[src/rtl/core_ex_trap_pkg.sv]
// rtl/core_ex_trap_pkg.sv - trap/return controller types, cause codes and mstatus bit positions
package core_ex_trap_pkg;

    localparam int CORE_XLEN_DEF = 32;

    // Controller FSM encoding
    typedef enum logic [1:0] {
        ST_IDLE   = 2'd0,
        ST_DRAIN  = 2'd1,
        ST_COMMIT = 2'd2,
        ST_FLUSH  = 2'd3
    } trap_state_e;

    // Machine-mode exception codes produced by EX
    localparam logic [3:0] CAUSE_IADDR_MISALIGN = 4'd0;
    localparam logic [3:0] CAUSE_ILLEGAL_INSN   = 4'd2;
    localparam logic [3:0] CAUSE_BREAKPOINT     = 4'd3;
    localparam logic [3:0] CAUSE_LOAD_MISALIGN  = 4'd4;
    localparam logic [3:0] CAUSE_STORE_MISALIGN = 4'd6;
    localparam logic [3:0] CAUSE_ECALL_M        = 4'd11;

    // mstatus field positions
    localparam int MSTATUS_MIE    = 3;
    localparam int MSTATUS_MPIE   = 7;
    localparam int MSTATUS_MPP_LO = 11;
    localparam int MSTATUS_MPP_HI = 12;

endpackage

[src/rtl/core_ex_trap_if.sv]
// rtl/core_ex_trap_if.sv - EX request and IFU redirect handshakes (CORE_TRAP_MTVAL_EN adds trap_tval)
interface core_ex_trap_if #(
    parameter int XLEN = 32
);
    logic            trap_valid;
    logic            trap_ready;
    logic            trap_mret;
    logic [3:0]      trap_cause;
    logic [XLEN-1:0] trap_pc;
`ifdef CORE_TRAP_MTVAL_EN
    logic [XLEN-1:0] trap_tval;
`endif
    logic            flush_valid;
    logic            flush_ready;
    logic [XLEN-1:0] flush_pc;

    // EX/IFU side: raises requests, consumes redirects
    modport master (
        output trap_valid, trap_mret, trap_cause, trap_pc,
`ifdef CORE_TRAP_MTVAL_EN
        output trap_tval,
`endif
        input  trap_ready,
        input  flush_valid, flush_pc,
        output flush_ready
    );

    // Trap controller side
    modport slave (
        input  trap_valid, trap_mret, trap_cause, trap_pc,
`ifdef CORE_TRAP_MTVAL_EN
        input  trap_tval,
`endif
        output trap_ready,
        output flush_valid, flush_pc,
        input  flush_ready
    );
endinterface

[src/rtl/core_ex_trap.sv]
// rtl/core_ex_trap.sv - trap/MRET commit controller driving CSR commit port and IFU flush (option CORE_TRAP_MTVAL_EN)
module core_ex_trap
    import core_ex_trap_pkg::*;
#(
    parameter int XLEN = CORE_XLEN_DEF
) (
    input  logic            clk,
    input  logic            rst_n,
    core_ex_trap_if.slave   tif,
    input  logic            lsu_busy,
    input  logic [XLEN-1:0] csr_mstatus_r,
    input  logic [XLEN-1:0] csr_mtvec_r,
    input  logic [XLEN-1:0] csr_mepc_r,
    output logic            cmt_mstatus_en,
    output logic [XLEN-1:0] cmt_mstatus,
    output logic            cmt_mcause_en,
    output logic [XLEN-1:0] cmt_mcause,
    output logic            cmt_mepc_en,
    output logic [XLEN-1:0] cmt_mepc,
`ifdef CORE_TRAP_MTVAL_EN
    output logic            cmt_mtval_en,
    output logic [XLEN-1:0] cmt_mtval,
`endif
    output logic            trap_busy
);

    trap_state_e     state_q, state_d;
    logic            mret_q;
    logic [3:0]      cause_q;
    logic [XLEN-1:0] pc_q;
    logic [XLEN-1:0] flush_pc_q;
    logic [XLEN-1:0] flush_target;
    logic            accept;
`ifdef CORE_TRAP_MTVAL_EN
    logic [XLEN-1:0] tval_q;
`endif

    // Low address bits are forced to zero on every target, so they are never read
    logic unused_low_bits;
    assign unused_low_bits = ^{pc_q[1:0], csr_mtvec_r[1:0], csr_mepc_r[1:0]};

    assign accept = tif.trap_valid && (state_q == ST_IDLE);

    // State register; reset abandons any in-flight request
    always_ff @(posedge clk) begin
        if (!rst_n) begin
            state_q <= ST_IDLE;
        end else begin
            state_q <= state_d;
        end
    end

    // Next state and handshake outputs
    always_comb begin
        state_d         = state_q;
        tif.trap_ready  = 1'b0;
        tif.flush_valid = 1'b0;
        trap_busy       = 1'b1;
        case (state_q)
            ST_IDLE: begin
                tif.trap_ready = 1'b1;
                trap_busy      = 1'b0;
                if (tif.trap_valid) state_d = ST_DRAIN;
            end
            ST_DRAIN: begin
                if (!lsu_busy) state_d = ST_COMMIT;
            end
            ST_COMMIT: begin
                state_d = ST_FLUSH;
            end
            ST_FLUSH: begin
                tif.flush_valid = 1'b1;
                if (tif.flush_ready) state_d = ST_IDLE;
            end
            default: state_d = ST_IDLE;
        endcase
    end

    // Capture the request at accept so EX is free to move on
    always_ff @(posedge clk) begin
        if (!rst_n) begin
            mret_q  <= 1'b0;
            cause_q <= 4'd0;
            pc_q    <= '0;
        end else if (accept) begin
            mret_q  <= tif.trap_mret;
            cause_q <= tif.trap_cause;
            pc_q    <= tif.trap_pc;
        end
    end

`ifdef CORE_TRAP_MTVAL_EN
    // Faulting address/instruction captured alongside the request
    always_ff @(posedge clk) begin
        if (!rst_n) begin
            tval_q <= '0;
        end else if (accept) begin
            tval_q <= tif.trap_tval;
        end
    end
`endif

    // Redirect target: handler base for exceptions, saved mepc for MRET (vectored mode unsupported)
    always_comb begin
        flush_target = '0;
        if (mret_q) begin
            flush_target = {csr_mepc_r[XLEN-1:2], 2'b00};
        end else begin
            flush_target = {csr_mtvec_r[XLEN-1:2], 2'b00};
        end
    end

    // Target is frozen in COMMIT so it stays stable while the IFU back-pressures
    always_ff @(posedge clk) begin
        if (!rst_n) begin
            flush_pc_q <= '0;
        end else if (state_q == ST_COMMIT) begin
            flush_pc_q <= flush_target;
        end
    end

    assign tif.flush_pc = flush_pc_q;

    // CSR commit strobes and data; live CSR values are sampled only during COMMIT
    always_comb begin
        cmt_mstatus_en = 1'b0;
        cmt_mstatus    = '0;
        cmt_mcause_en  = 1'b0;
        cmt_mcause     = '0;
        cmt_mepc_en    = 1'b0;
        cmt_mepc       = '0;
`ifdef CORE_TRAP_MTVAL_EN
        cmt_mtval_en   = 1'b0;
        cmt_mtval      = '0;
`endif
        if (state_q == ST_COMMIT) begin
            cmt_mstatus_en = 1'b1;
            cmt_mstatus    = csr_mstatus_r;
            cmt_mstatus[MSTATUS_MPP_HI:MSTATUS_MPP_LO] = 2'b11;
            if (mret_q) begin
                cmt_mstatus[MSTATUS_MIE]  = csr_mstatus_r[MSTATUS_MPIE];
                cmt_mstatus[MSTATUS_MPIE] = 1'b1;
            end else begin
                cmt_mstatus[MSTATUS_MPIE] = csr_mstatus_r[MSTATUS_MIE];
                cmt_mstatus[MSTATUS_MIE]  = 1'b0;
                cmt_mepc_en   = 1'b1;
                cmt_mepc      = {pc_q[XLEN-1:2], 2'b00};
                cmt_mcause_en = 1'b1;
                cmt_mcause    = {{(XLEN-4){1'b0}}, cause_q};
`ifdef CORE_TRAP_MTVAL_EN
                cmt_mtval_en  = 1'b1;
                cmt_mtval     = tval_q;
`endif
            end
        end
    end

endmodule

[src/flat_wrapper.sv]
// flat-port wrapper written by rule: the top's interface ports become plain ports
module core_ex_trap_flat import core_ex_trap_pkg::*;
#(
    parameter int XLEN = CORE_XLEN_DEF
)
  (clk, rst_n, lsu_busy, csr_mstatus_r, csr_mtvec_r, csr_mepc_r, cmt_mstatus_en, cmt_mstatus, cmt_mcause_en, cmt_mcause, cmt_mepc_en, cmt_mepc, trap_busy, tif_trap_valid, tif_trap_mret, tif_trap_cause, tif_trap_pc, tif_trap_ready, tif_flush_valid, tif_flush_pc, tif_flush_ready);
  core_ex_trap_if #(.XLEN(XLEN)) tif_i ();
  input  logic clk;
  input  logic rst_n;
  input  logic lsu_busy;
  input  logic [XLEN-1:0] csr_mstatus_r;
  input  logic [XLEN-1:0] csr_mtvec_r;
  input  logic [XLEN-1:0] csr_mepc_r;
  output logic cmt_mstatus_en;
  output logic [XLEN-1:0] cmt_mstatus;
  output logic cmt_mcause_en;
  output logic [XLEN-1:0] cmt_mcause;
  output logic cmt_mepc_en;
  output logic [XLEN-1:0] cmt_mepc;
  output logic trap_busy;
  input wire logic [$bits(tif_i.trap_valid)-1:0] tif_trap_valid;
  input wire logic [$bits(tif_i.trap_mret)-1:0] tif_trap_mret;
  input wire logic [$bits(tif_i.trap_cause)-1:0] tif_trap_cause;
  input wire logic [$bits(tif_i.trap_pc)-1:0] tif_trap_pc;
  output wire logic [$bits(tif_i.trap_ready)-1:0] tif_trap_ready;
  output wire logic [$bits(tif_i.flush_valid)-1:0] tif_flush_valid;
  output wire logic [$bits(tif_i.flush_pc)-1:0] tif_flush_pc;
  input wire logic [$bits(tif_i.flush_ready)-1:0] tif_flush_ready;
  assign tif_i.trap_valid = tif_trap_valid;
  assign tif_i.trap_mret = tif_trap_mret;
  assign tif_i.trap_cause = tif_trap_cause;
  assign tif_i.trap_pc = tif_trap_pc;
  assign tif_trap_ready = tif_i.trap_ready;
  assign tif_flush_valid = tif_i.flush_valid;
  assign tif_flush_pc = tif_i.flush_pc;
  assign tif_i.flush_ready = tif_flush_ready;
  core_ex_trap #(.XLEN(XLEN)) u_core (.clk(clk), .rst_n(rst_n), .tif(tif_i), .lsu_busy(lsu_busy), .csr_mstatus_r(csr_mstatus_r), .csr_mtvec_r(csr_mtvec_r), .csr_mepc_r(csr_mepc_r), .cmt_mstatus_en(cmt_mstatus_en), .cmt_mstatus(cmt_mstatus), .cmt_mcause_en(cmt_mcause_en), .cmt_mcause(cmt_mcause), .cmt_mepc_en(cmt_mepc_en), .cmt_mepc(cmt_mepc), .trap_busy(trap_busy));
endmodule
[config.mk]
export PLATFORM = sky130hd
export DESIGN_NAME = core_ex_trap_flat
export DESIGN_NICKNAME = d
export VERILOG_FILES = /design/src/rtl/core_ex_trap_pkg.sv /design/src/rtl/core_ex_trap_if.sv /design/src/rtl/core_ex_trap.sv /design/src/flat_wrapper.sv
export SDC_FILE = /design/constraint.sdc
export NUM_CORES = 1
export LEC_CHECK = 0
export ABC_AREA = 1
export CAP_MARGIN = 10
export CORE_AREA = 2 2 111 113
export CTS_BUF_LIST = sky130_fd_sc_hd__clkbuf_4
export CTS_CLUSTER_DIAMETER = 60
export DETAILED_ROUTE_END_ITERATION = 8
export DIE_AREA = 0 0 113 115
export GPL_TIMING_DRIVEN = 0
export PLACE_DENSITY = 0.76
export SYNTH_ARGS = -nofsm -noshare
export SYNTH_HDL_FRONTEND = slang
export SYNTH_SLANG_ARGS = --single-unit
[constraint.sdc]
create_clock -name clk -period 1.5 [get_ports clk]
set_input_delay 0.225 -clock clk [delete_from_list [all_inputs] [get_ports clk]]
set_output_delay 0.225 -clock clk [all_outputs]
set_load 0.02 [all_outputs]
==> impl_results.md <==
- Routed Wire Length: 13.4 mm
- # setup viols final: 71
- Number of max-cap violations: 0
- Remaining DRCs: 18
- Failing checks: DRC, setup timing
- CTS Hold Bufs: 0
- Final Total Pwr: 0.0105 W
- Top-count cell post-synth: nand2_1
- First-pass GRT wire length: 20.5 mm
- Antenna violations before repair: 0
- Via density: 4.19
- Kind of critical path: flip-flop to output pin
- Reg clk slew, reported paths: 0.13 ns
- Final Hold Viols: 0
- Starting DRC count in detailed routing: 200
- CP Launch Type: flip-flop
- Power density cells: 1420 nW/um^2
- Avg Inst Size Synth: 6.15 sq um
- Placed Area: 6380 sq um
- Min Tclk post-route: 1.84 ns
- WL per Instance: 13.0 um
- Vias in the first global route: 4083
- Post-Layout Cell Count: 1028
- Nets: 1018
- Sequential cell area fraction in the yosys report: 0.378
- Fin area: 7370 sq um
- Fin Hold WS: 0.180 ns
- Number of iterations in the first detailed-routing pass: 6
- Dominant cell type by area after synthesis: dfxtp_1
- Number of flops mapped to enable cells by yosys: 0
- Mapped Area: 3550 sq um
- CTS tree: done
- Placed cells: 985
- Die Span Y: 115 um
- Antenna-violating nets left: 0
- Antenna Diode Count: 0
- RSZ-0062 raised after global routing: true
- HPWL after DPL: 9.50 mm
- Main synth FF type: dfxtp_1
- Pleak: 3.82 nW
- Die extent in x: 113 um
- VDD IR-drop max: 0.667 mV
- Area growth from synthesis to layout: 108%
- Worst R2R Setup Slack: 0.01 ns
- Post-synth top area share: 0.378
- Initial core utilization: 0.301
- Fmax achieved: 544 MHz
- Maximum fanout along the worst path: 8
- Die area: 13000 sq um
- Worst EP required: 1.27 ns
- Min setup slack post-route: -0.337 ns
- Seq cells post-synth: 67
- Final Cycle Share: 1.22
- Num CTS Buffers: 9
- Worst Path Arrival: 1.61 ns
- Largest net degree at the start of global routing: 13
- Longest Clk Path Bufs: 2
- Crit end category: output pin
- Mapped Cells: 577
- Grt total ovfl: 0
- Max Slew Vio Count: 0
- Place WS: -0.745 ns
- Class of the worst hold path: primary input to flip-flop
- Total GRT Usage: 0.196
- Total number of vias: 4309
- Yosys cell types: 18
- Share of cells above drive strength 1: 0.314
- Worst skew pair latency: 0.41 ns
- Clk Tree Root Cell: clkbuf_4
- Async SR Flop Fraction: 0
- Clock skew: 0.0195 ns
- Status: complete, but fails checks
- # clock sinks: 67
- Synth top cells by count: nand2_1, nor2_1, dfxtp_1, inv_1, buf_4
- Area contributors post-synth: dfxtp_1, nand2_1, nor2_1
- Core Region: 11800 sq um
- Number of I/O port buffers: 230
- Io pins: 272
- Routability Congestion: 0.775
- H-tree levels: 3
- Synthesis Warnings: 0
- FP Rows: 40
[power breakdown]
| group | switching (W) | internal, W |
|---|---|---|
| Sequential | 0.000244 | 0.00224 |
| Combinational | 0.00347 | 0.00313 |
| Clock | 0.000715 | 0.000670 |
| Total | 0.00443 | 0.00604 |
[final timing paths]
kind	startpoint	to	cells past startpoint
setup reg to reg	u_core.state_q[0]$_SDFFE_PN0P_	u_core.tif.flush_pc[15]$_SDFFE_PN0P_	10
hold reg to reg	u_core.pc_q[16]$_SDFFE_PN0P_	u_core.pc_q[16]$_SDFFE_PN0P_	2
setup / recovery	u_core.state_q[0]$_SDFFE_PN0P_	cmt_mepc[30]	7
hold / removal	rst_n	u_core.cause_q[2]$_SDFFE_PN0P_	3
[critical path, stage by stage, from the launching register on]
cell	delay, ns
dfxtp_2	0.35
inv_2	0.06
ha_4	0.19
inv_4	0.06
buf_12	0.15
buf_12	0.14
nor3_4	0.11
buf_6	0.14
[timing repair]
| item | 4_1_cts | 5_1_grt |
|---|---|---|
| gates cloned | 4 | 2 |
| resized for setup | 524 | 111 |
| pin swaps | 34 | 0 |
| endpoints found under the setup margin | 162 | 132 |
| setup buffers | 13 | 8 |
[per-stage QoR]
| step | utilization | TNS [ns] |
|---|---|---|
| floorplan | - | -0.754 |
| global placement | 0.540 | -42.65 |
| detailed placement | 0.540 | -44.35 |
| CTS | 0.590 | -19.70 |
| global route | 0.624 | -26.70 |
| finish | 0.624 | -18.97 |
[registers in the layout, indices dropped and copies added, names as in the netlist]
register / flops
u_core.pc_q: 30
u_core.tif.flush_pc: 30
u_core.cause_q: 4
u_core.state_q: 2
u_core.mret_q: 1
[kinds of logic (layout without fill, tap and decap cells)]
| kind of cell | Yosys count | count (layout) | synth area share |
|---|---|---|---|
| and+or+nand+nor | 328 | 328 | 0.360 |
| adders and majority gates | 4 | 4 | 0.0141 |
| AOI/OAI and AO/OA | 38 | 38 | 0.0536 |
| DFF | 67 | 67 | 0.378 |
| other | 1 | 32 | 0.00106 |
| buffers and inverters | 139 | 412 | 0.194 |
[cells in the final DEF, fill, tap and decap left out, types with 20 or more instances in the layout]
cell / Yosys / routed
nor2_4: 0 / 33
clkdlybuf4s50_1: 0 / 128
buf_4: 39 / 61
o21ai_0: 35 / 29
nand2_1: 191 / 162
conb_1: 1 / 32
dlygate4sd2_1: 0 / 30
nor2_1: 102 / 65
inv_2: 3 / 20
nand3_1: 32 / 31
buf_6: 0 / 76
dfxtp_1: 67 / 64
inv_1: 67 / 47
[area by class of cell]
| cell class | instances | area [sq um] |
|---|---|---|
| well taps | 147 | 184 |
| multi-input cells | 402 | 2120 |
| flip-flops and latches | 67 | 1350 |
| fillers | 1077 | 4440 |
| inverters | 71 | 280 |
| repair buffers | 257 | 2640 |
| clock inverters | 7 | 92.6 |
| clock buffers | 9 | 67.6 |
| plain buffers | 68 | 644 |
[layer usage]
| layer | GRT usage | up-vias | share of wire |
|---|---|---|---|
| met5 | 0 | - | 0 |
| met4 | 0.0431 | 0 | 0.0078 |
| met3 | 0.0585 | 8 | 0.088 |
| met2 | 0.357 | 145 | 0.50 |
| met1 | 0.228 | 1907 | 0.40 |
| li1 | - | 2249 | - |
Note: power is estimated with default switching activity, not from simulation.
